--- src/rtl/load_store_unit.sv ---
// Load/store unit: sequences data-memory accesses for the core.
// It aligns the store byte mask and data to the byte offset and drives the synchronous dmem port.
// It waits out the dmem read latency, then returns extended load data, or a fault
// for misaligned or illegal accesses.
module load_store_unit #(
  parameter int ADDR_WIDTH  = 14,
  parameter int MEM_LATENCY = 1
) (
  input  logic                  clk,
  input  logic                  rst_n,
  input  logic                  req_valid,
  output logic                  req_ready,
  input  logic                  req_load,
  input  logic                  req_store,
  input  logic [2:0]            req_funct3,
  input  logic [31:0]           req_addr,
  input  logic [31:0]           req_wdata,
  input  logic [3:0]            req_wmask,
  output logic                  dmem_en,
  output logic [3:0]            dmem_we,
  output logic [ADDR_WIDTH-1:0] dmem_addr,
  output logic [31:0]           dmem_din,
  input  logic [31:0]           dmem_dout,
  output logic                  resp_valid,
  output logic [31:0]           resp_rdata,
  output logic                  resp_fault
);

  typedef enum logic [1:0] {
    S_IDLE   = 2'd0,
    S_ACCESS = 2'd1,
    S_WAIT   = 2'd2,
    S_RESP   = 2'd3
  } state_t;

  // Wait-counter preload: WAIT lasts exactly MEM_LATENCY cycles.
  localparam logic [1:0] LAT_INIT = 2'(MEM_LATENCY - 1);

  state_t                state_q, state_d;
  logic [1:0]            cnt_q, cnt_d;
  logic [1:0]            off_q, off_d;
  logic [2:0]            funct3_q, funct3_d;
  logic                  is_load_q, is_load_d;
  logic                  req_ready_q, req_ready_d;
  logic                  dmem_en_q, dmem_en_d;
  logic [3:0]            dmem_we_q, dmem_we_d;
  logic [ADDR_WIDTH-1:0] dmem_addr_q, dmem_addr_d;
  logic [31:0]           dmem_din_q, dmem_din_d;
  logic                  resp_valid_q, resp_valid_d;
  logic [31:0]           resp_rdata_q, resp_rdata_d;
  logic                  resp_fault_q, resp_fault_d;

  logic                  accept_s;
  logic [1:0]            off_s;
  logic [1:0]            size_s;
  logic                  fault_s;
  logic                  noop_s;
  logic                  unused_addr_s;

  // Upper address bits lie outside the dmem word address and are ignored.
  assign unused_addr_s = ^req_addr[31:ADDR_WIDTH+2];

  // Shift the read word down to the addressed byte/halfword, then extend it per funct3.
  function automatic logic [31:0] extend_load(input logic [31:0] word,
                                              input logic [1:0]  off,
                                              input logic [2:0]  f3);
    logic [31:0] sh;
    sh = word >> {off, 3'b000};
    case (f3)
      3'b000:  extend_load = {{24{sh[7]}}, sh[7:0]};
      3'b001:  extend_load = {{16{sh[15]}}, sh[15:0]};
      3'b010:  extend_load = sh;
      3'b100:  extend_load = {24'd0, sh[7:0]};
      3'b101:  extend_load = {16'd0, sh[15:0]};
      default: extend_load = 32'd0;
    endcase
  endfunction

  // Decode the incoming request: accept handshake, alignment/legality fault, no-op.
  always_comb begin
    accept_s = req_valid & req_ready_q;
    off_s    = req_addr[1:0];
    size_s   = req_funct3[1:0];
    noop_s   = (req_load == req_store);
    fault_s  = (size_s == 2'b11)
             | ((size_s == 2'b01) & off_s[0])
             | ((size_s == 2'b10) & (off_s != 2'b00))
             | (req_load & (req_funct3 == 3'b110));
  end

  // Next-state and next-output computation for the access sequencer.
  always_comb begin
    state_d      = state_q;
    cnt_d        = cnt_q;
    off_d        = off_q;
    funct3_d     = funct3_q;
    is_load_d    = is_load_q;
    req_ready_d  = 1'b0;
    dmem_en_d    = 1'b0;
    dmem_we_d    = 4'b0000;
    dmem_addr_d  = dmem_addr_q;
    dmem_din_d   = dmem_din_q;
    resp_valid_d = 1'b0;
    resp_rdata_d = resp_rdata_q;
    resp_fault_d = resp_fault_q;
    case (state_q)
      S_IDLE: begin
        if (accept_s) begin
          off_d     = off_s;
          funct3_d  = req_funct3;
          is_load_d = req_load;
          if (noop_s || fault_s) begin
            // No dmem access; the response carries only the fault flag.
            state_d      = S_RESP;
            resp_valid_d = 1'b1;
            resp_rdata_d = 32'd0;
            resp_fault_d = ~noop_s;
          end else if (req_store) begin
            // Stores complete in their single ACCESS cycle.
            state_d      = S_ACCESS;
            dmem_en_d    = 1'b1;
            dmem_we_d    = req_wmask << off_s;
            dmem_addr_d  = req_addr[ADDR_WIDTH+1:2];
            dmem_din_d   = req_wdata << {off_s, 3'b000};
            resp_valid_d = 1'b1;
            resp_rdata_d = 32'd0;
            resp_fault_d = 1'b0;
          end else begin
            state_d     = S_ACCESS;
            dmem_en_d   = 1'b1;
            dmem_addr_d = req_addr[ADDR_WIDTH+1:2];
          end
        end else begin
          req_ready_d = 1'b1;
        end
      end
      S_ACCESS: begin
        if (is_load_q) begin
          state_d = S_WAIT;
          cnt_d   = LAT_INIT;
        end else begin
          state_d     = S_IDLE;
          req_ready_d = 1'b1;
        end
      end
      S_WAIT: begin
        if (cnt_q == 2'd0) begin
          state_d      = S_RESP;
          resp_valid_d = 1'b1;
          resp_rdata_d = extend_load(dmem_dout, off_q, funct3_q);
          resp_fault_d = 1'b0;
        end else begin
          cnt_d = cnt_q - 2'd1;
        end
      end
      S_RESP: begin
        state_d     = S_IDLE;
        req_ready_d = 1'b1;
      end
      default: begin
        state_d     = S_IDLE;
        req_ready_d = 1'b1;
      end
    endcase
  end

  // State and registered-output flops; reset abandons any access in flight.
  always_ff @(posedge clk or negedge rst_n) begin
    if (!rst_n) begin
      state_q      <= S_IDLE;
      cnt_q        <= 2'd0;
      off_q        <= 2'd0;
      funct3_q     <= 3'd0;
      is_load_q    <= 1'b0;
      req_ready_q  <= 1'b1;
      dmem_en_q    <= 1'b0;
      dmem_we_q    <= 4'b0000;
      dmem_addr_q  <= '0;
      dmem_din_q   <= 32'd0;
      resp_valid_q <= 1'b0;
      resp_rdata_q <= 32'd0;
      resp_fault_q <= 1'b0;
    end else begin
      state_q      <= state_d;
      cnt_q        <= cnt_d;
      off_q        <= off_d;
      funct3_q     <= funct3_d;
      is_load_q    <= is_load_d;
      req_ready_q  <= req_ready_d;
      dmem_en_q    <= dmem_en_d;
      dmem_we_q    <= dmem_we_d;
      dmem_addr_q  <= dmem_addr_d;
      dmem_din_q   <= dmem_din_d;
      resp_valid_q <= resp_valid_d;
      resp_rdata_q <= resp_rdata_d;
      resp_fault_q <= resp_fault_d;
    end
  end

  // Ready is forced low while reset is asserted and rises as soon as it releases.
  assign req_ready  = req_ready_q & rst_n;
  assign dmem_en    = dmem_en_q;
  assign dmem_we    = dmem_we_q;
  assign dmem_addr  = dmem_addr_q;
  assign dmem_din   = dmem_din_q;
  assign resp_valid = resp_valid_q;
  assign resp_rdata = resp_rdata_q;
  assign resp_fault = resp_fault_q;

endmodule

--- config.mk ---
export PLATFORM = sky130hd
export DESIGN_NAME = load_store_unit
export DESIGN_NICKNAME = d
export VERILOG_FILES = /design/src/rtl/load_store_unit.sv
export SDC_FILE = /design/constraint.sdc
export NUM_CORES = 1
export LEC_CHECK = 0
export ABC_AREA = 1
export BUFFER_PORTS_ARGS = -buffer_cell sky130_fd_sc_hd__buf_2
export CORE_MARGIN = 2
export CORE_UTILIZATION = 40
export CTS_CLUSTER_DIAMETER = 40
export DETAILED_ROUTE_END_ITERATION = 8
export GPL_TIMING_DRIVEN = 1
export PLACE_DENSITY = 0.76
export SLEW_MARGIN = 20
export SYNTH_ARGS = -nofsm -noshare
export SYNTH_HDL_FRONTEND = slang
export SYNTH_SLANG_ARGS = --single-unit
export TNS_END_PERCENT = 100
--- constraint.sdc ---
create_clock -name clk -period 2.9 [get_ports clk]
set_input_delay 0.58 -clock clk [delete_from_list [all_inputs] [get_ports clk]]
set_output_delay 0.58 -clock clk [all_outputs]
set_load 0.02 [all_outputs]
---- After elaboration in Yosys (flattened, before gate mapping) ----
Cells that the tools add are included.
storage, ports and cells
  bits in registers ....................... 96
  word-level logic and storage cells ...... 91
cells by class
  $add $sub $neg .......................... 1
  equality and inequality tests ........... 17
  shift operators ......................... 3
  mux-type cells .......................... 34
  bitwise logic cells ..................... 10
  reduce and logical (&&, ||, !) cells .... 13
operators by type and width
  kind                                                  count
  case mux 32 bit (5 select lines)                      1
  two-way mux 32 bit                                    4
  case mux 32 bit (2 select lines)                      1
  << shifter 32 x 5 -> 32 bit                           1
  >> shifter 32 x 5 -> 32 bit                           1
  two-way mux 4 bit                                     4
  two-way mux 1 bit                                     13
  two-way mux 2 bit                                     6
  equality test 3 bit (second input constant)           3
  equality test 2 bit (second input constant)           4
  != test 2 bit (second input constant)                 4
  case mux 2 bit (4 select lines)                       1
  AND reduction 4 bit                                   2
  AND reduction 3 bit                                   2
  nonzero test 2 bit                                    3
  bitwise AND 1 bit                                     5
  equality test 2 x 1 -> 1 bit (second input constant)  2
  zero test 2 bit                                       2
  case mux 1 bit (2 select lines)                       2
  case mux 2 bit (2 select lines)                       1
  AND reduction 2 bit                                   2
  << shifter 4 x 2 -> 4 bit                             1
  equality test 3 x 1 -> 1 bit (second input constant)  1
  equality test 3 x 2 -> 1 bit (second input constant)  1
  8 further kinds                                       11

---- Logic depth before layout (Yosys ltp) ----
  depth in word-level cells ............... 9
  mapped depth ............................ 11
  mapped depth without buffers ............ 9

---- Worst setup path before layout ----
OpenSTA, ideal clock, no wires.
  path kind ............................... input to register
  start ................................... in req_addr[0]
  end ..................................... reg dmem_din_q[28] (netlist: dmem_din[28])
  data arrival time ....................... 1.687 ns
  data required time ...................... 2.777 ns
  slack ................................... 1.090 ns
  stages on the path ...................... 11
  path through ............................ buf_4 > clkinv_4 > nand3_1 > nand2_1 > nand2_1 > nor2_8 > nand2_4 > buf_6 > buf_6 > nand2_1 > o21ai_2
between the ends
  word-level cells in the longest chain between the ends .. 7
  elaborated cells on any way between the ends .. 10
  those cells by class .................... 1 x shift; 6 x bitwise; 3 x reduce/logical
ends and longest elaborated chain
  item                                                            RTL line  RTL
  start: declaration                                              16        input logic [31:0] req_addr,
  bitwise AND 1 bit / nonzero test 2 bit (equally long branches)  86, 87
  bitwise OR 1 bit / bitwise AND 1 bit (equally long branches)    86, 87
  bitwise OR 1 bit                                                87        | ((size_s == 2'b10) & (off_s != 2'b00))
  bitwise OR 1 bit                                                88        | (req_load & (req_funct3 == 3'b110));
  logical OR 1 bit                                                112       if (noop_s || fault_s) begin
  inverter 1 bit (no source line)                                 --
  AND reduction 4 bit (no source line)                            --
  end signal: assignment                                          193       dmem_din_q <= dmem_din_d;
  end: declaration                                                48        logic [31:0] dmem_din_q, dmem_din_d;
Several ways; a longest one is shown, not always the timed one.
A chain may end at the register's enable or synchronous reset.

---- Worst setup path in the final report ----
  start ................................... reg req_ready_q
  end ..................................... reg dmem_din_q[9] (netlist: dmem_din[9])
between the ends
  word-level cells in the longest chain between the ends .. 2
ends and longest elaborated chain
  item                                  RTL line  RTL
  start: declaration                    44        logic req_ready_q, req_ready_d;
  start signal: assignment              189       req_ready_q <= req_ready_d;
  bitwise AND 1 bit                     81        accept_s = req_valid & req_ready_q;
  AND reduction 4 bit (no source line)  --
Every way passes these cells.

==> impl_metrics.sql <==
INSERT INTO impl_metrics (metric_group, metric, value, unit) VALUES
('status', 'status', 'complete, no violations', ''),
('sta', 'finalCritPeriodShare', '79.9', '%'),
('run', 'max_cap_viol_count', '0', ''),
('grt', 'gr-usage-all-layers', '19.7', '%'),
('synthesis', 'syn-instance-count', '702', ''),
('clocking', 'cts_hold_repair.buffers', '0', ''),
('worst_setup_path', 'arrival', '2.56', 'ns'),
('die', 'pin_count', '194', ''),
('synthesis', 'netlist_area', '5110', 'µm²'),
('worst_setup_path', 'critical_path_class', 'flop to flop', ''),
('grt', 'grt_start_max_net_pins', '97', ''),
('clocking', 'cts.reportedPaths.clkPinSlew', '0.07', 'ns'),
('grt', 'grt_antenna_before_repair', '1', ''),
('worst_setup_path', 'timing.critical_path.required', '3.14', 'ns'),
('routing', 'remaining_drc_errors', '0', ''),
('finish', 'final_net_count', '966', ''),
('grt', 'grt_pass1_wl', '21300', 'µm'),
('clocking', 'tritoncts_clock_tree', 'built', ''),
('sta', 'max_slew_headroom_at_the_worst_pin', '35.3', '%'),
('placed_design', 'pre_cts_ws', '0.427', 'ns'),
('sta', 'report.final.hold_viol_count', '0', ''),
('sta', 'clock-skew-final', '0.00910', 'ns'),
('grt', 'via_count_of_the_first_global_routing_pass', '4331', ''),
('die', 'die_width', '117', 'µm'),
('die', 'core.rowCount', '41', ''),
('synthesis', 'synth_seq_area_share', '47.0', '%'),
('sta', 'fmax', '432', 'MHz'),
('worst_setup_path', 'critPathLaunchType', 'flop', ''),
('synthesis', 'yosys.cell_types.count', '29', ''),
('routing', 'route.vias.total', '4958', ''),
('clocking', 'post_cts_resize_count', '0', ''),
('synthesis', 'syn_avg_cell_area', '7.29', 'µm²'),
('finish', 'drive_above_1_share', '26.1', '%'),
('clocking', 'cts_inserted_buffers', '9', ''),
('routing', 'drt-vias-per-instance', '4.79', ''),
('finish', 'n_antenna_cell', '0', ''),
('sta', 'report.final.slew_viol_count', '0', ''),
('routing', 'dr.pass1.iters', '6', ''),
('routing', 'detail_route.iter0.violations', '287', ''),
('sta', 'postLayoutSetupSlackWorst', '0.583', 'ns'),
('placed_design', 'place.detailed.hpwl', '9630', 'µm'),
('synthesis', 'total_of_flip_flops_plus_latches_after_synthesis', '96', ''),
('sta', 'finalSetupViolations', '0', ''),
('clocking', 'clock_path_buffers', '2', ''),
('power', 'p_leak', '3.72', 'nW'),
('worst_setup_path', 'path_cells', 'nand2_1 -> nor3_4 -> inv_2 -> nor2_8 -> nand2_4 -> o21ai_0', ''),
('synthesis', 'synth.yosys.warnings', '0', ''),
('die', 'die_h', '117', 'µm'),
('power', 'fin_total_pwr', '6.10', 'mW'),
('sta', 'timing_worst_slew_pin_value', '0.970', 'ns'),
('worst_setup_path', 'critical_path.max_stage_delay', '0.53', 'ns'),
('clocking', 'cts.repair_timing.setup_buffer_count', '0', ''),
('worst_setup_path', 'setup_slack_reg_to_reg', '0.58', 'ns'),
('worst_setup_path', 'crit_path_max_fanout', '68', ''),
('routing', 'drt_wl_total', '13300', 'µm'),
('routing', 'antenna_left', '0', ''),
('power', 'irDropWorstVdd', '0.000451', 'V'),
('die', 'initial_utilization', '40.7', '%'),
('worst_setup_path', 'crit_slowest_cell', 'sky130_fd_sc_hd__dfstp_2', ''),
('grt', 'globalRouteOverflowTotal', '0', ''),
('worst_setup_path', 'kind_of_end_point_of_the_critical_path', 'flop', ''),
('sta', 'final_period_minus_worst_setup_slack', '2.32', 'ns'),
('placed_design', 'gpl.final_weighted_congestion', '0.935', ''),
('finish', 'instances_no_fill', '1034', ''),
('finish', 'flow.area_growth_from_synthesis', '24.9', '%'),
('sta', 'rsz0062_at_grt', 'no', ''),
('sta', 'setup-tns-final', '0', 'ns'),
('clocking', 'clock_latency', '0.34', 'ns'),
('clocking', 'htree_levels', '3', ''),
('die', 'die-area', '13700', 'µm²'),
('placed_design', 'placed_cells_incl_taps', '1018', ''),
('routing', 'drt_wl_cell', '12.9', 'µm'),
('min_path', 'min-delay-path-class', 'primary input to asynchronous set/reset pin', ''),
('synthesis', 'synth_nets', '811', ''),
('die', 'coreArea', '12600', 'µm²'),
('clocking', 'clock-sinks', '96', ''),
('clocking', 'ctsRootBufferMaster', 'sky130_fd_sc_hd__clkbuf_16', ''),
('power', 'pwr_density_cell', '955', 'nW/µm²'),
('placed_design', 'port-buffer-count', '177', '');
worst paths after layout:
check	startpoint	end	cells after the start
max	req_ready_q$_DFF_PN1_	dmem_din[9]$_DFFE_PN0P_	6
min	rst_n	resp_fault$_DFFE_PN0P_	2
max reg2reg	req_ready_q$_DFF_PN1_	dmem_din[9]$_DFFE_PN0P_	6
min reg2reg	dmem_addr[12]$_DFFE_PN0P_	dmem_addr[12]$_DFFE_PN0P_	2
max in group asynchronous	rst_n	resp_rdata[24]$_DFFE_PN0P_	2
min in group clk	req_addr[2]	dmem_addr[0]$_DFFE_PN0P_	3
worst max-delay path: cells and delay by family (launching register included):
kind	cells	cell delay, ns
AOI/OAI and AO/OA	1	0.34
buffers and inverters	1	0.17
DFF	1	0.53
and+or+nand+nor	4	1.17
where the power goes:
group          leakage, nW  switching [mW]  internal [mW]
Clock                0.142           0.502          0.633
Combinational         2.31            1.96          0.928
Sequential            1.27           0.262           1.82
stage by stage:
| step | utilization [%] | hold WS (ns) | instance area (µm²) |
|---|---|---|---|
| finish | 50.8 | 0.277 | 6390 |
| detailed placement | 48.5 | 0.455 | 6100 |
| floorplan | - | 0.284 | 5110 |
| global route | 50.8 | 0.366 | 6390 |
| global placement | 48.5 | 0.450 | 6100 |
| CTS | 50.8 | 0.349 | 6390 |
state kept, by name (all words and copies together) (netlist names):
signal / cells
dmem_we: 4
state_q: 2
dmem_en: 1
resp_rdata: 32
dmem_addr: 14
off_q: 2
is_load_q: 1
funct3_q: 3
req_ready_q: 1
resp_fault: 1
dmem_din: 32
cnt_q: 2
resp_valid: 1
cells in the final DEF (no fill, tap or decap), types with 2 or more instances in the layout:
| cell | count |
|---|---|
| sky130_fd_sc_hd__o21ai_2 | 12 |
| sky130_fd_sc_hd__o211ai_1 | 8 |
| sky130_fd_sc_hd__o21ai_0 | 68 |
| sky130_fd_sc_hd__nand2_1 | 301 |
| sky130_fd_sc_hd__buf_4 | 11 |
| sky130_fd_sc_hd__nor3_2 | 2 |
| sky130_fd_sc_hd__clkinv_4 | 3 |
| sky130_fd_sc_hd__nor2_1 | 19 |
| sky130_fd_sc_hd__dfrtp_1 | 95 |
| sky130_fd_sc_hd__nand3_1 | 76 |
| sky130_fd_sc_hd__nor3_1 | 9 |
| sky130_fd_sc_hd__clkbuf_8 | 2 |
| sky130_fd_sc_hd__a21oi_1 | 11 |
| sky130_fd_sc_hd__nand3b_1 | 2 |
| sky130_fd_sc_hd__clkbuf_16 | 9 |
| sky130_fd_sc_hd__buf_2 | 176 |
| sky130_fd_sc_hd__inv_1 | 43 |
cell families after synthesis:
group | synth area share (%)
buffers and inverters | 7.68
muxes | 0.196
adders and majority gates | 0.245
xor gates and xnor gates | 0.171
AOI/OAI and AO/OA | 11.3
DFF | 47.0
and+or+nand+nor | 33.4
layout make-up:
cell class / instances / area, µm²
fill: 1286 / 6180
tap: 172 / 215
clock buffer: 11 / 253
inverter: 46 / 178
sequential: 96 / 2400
multi-input combinational: 516 / 2320
timing repair buffer: 188 / 983
clock inverter: 5 / 38.8
cells in the mapped netlist:
library cell / number / area share (%)
sky130_fd_sc_hd__inv_2: 1 / 0.073
sky130_fd_sc_hd__clkinv_1: 1 / 0.073
sky130_fd_sc_hd__buf_6: 3 / 0.66
sky130_fd_sc_hd__nand2_4: 1 / 0.22
sky130_fd_sc_hd__buf_4: 2 / 0.29
sky130_fd_sc_hd__nand2_1: 301 / 22
sky130_fd_sc_hd__nor3_2: 2 / 0.39
sky130_fd_sc_hd__a31o_2: 1 / 0.17
sky130_fd_sc_hd__dfstp_2: 1 / 0.51
sky130_fd_sc_hd__clkbuf_1: 21 / 1.5
sky130_fd_sc_hd__a22o_1: 1 / 0.17
sky130_fd_sc_hd__nor3_1: 9 / 0.88
sky130_fd_sc_hd__o21ai_0: 68 / 6.7
sky130_fd_sc_hd__nand3_1: 76 / 7.4
sky130_fd_sc_hd__mux2i_1: 1 / 0.20
sky130_fd_sc_hd__nand3b_1: 2 / 0.29
sky130_fd_sc_hd__nor2_8: 1 / 0.39
sky130_fd_sc_hd__nor2_1: 19 / 1.4
sky130_fd_sc_hd__o21ai_2: 12 / 2.1
sky130_fd_sc_hd__inv_1: 43 / 3.2
sky130_fd_sc_hd__a21oi_1: 11 / 1.1
sky130_fd_sc_hd__xnor2_1: 1 / 0.17
sky130_fd_sc_hd__clkinv_4: 1 / 0.17
sky130_fd_sc_hd__buf_2: 16 / 1.6
sky130_fd_sc_hd__dfrtp_1: 95 / 46
sky130_fd_sc_hd__o211ai_1: 8 / 1.2
sky130_fd_sc_hd__nor3_4: 1 / 0.32
sky130_fd_sc_hd__ha_1: 1 / 0.24
sky130_fd_sc_hd__buf_1: 2 / 0.15
metal layers:
| layer | GRT usage (%) | part of all wire [%] | vias up | routed length [µm] |
|---|---|---|---|---|
| li1 | - | - | 2555 | - |
| met1 | 27.1 | 45 | 2193 | 6060 |
| met2 | 30.6 | 45 | 181 | 6030 |
| met3 | 4.48 | 7.0 | 27 | 928 |
| met4 | 7.22 | 2.3 | 2 | 312 |
| met5 | 0 | 0.082 | - | 11 |
(Power assumes the default switching activity.)
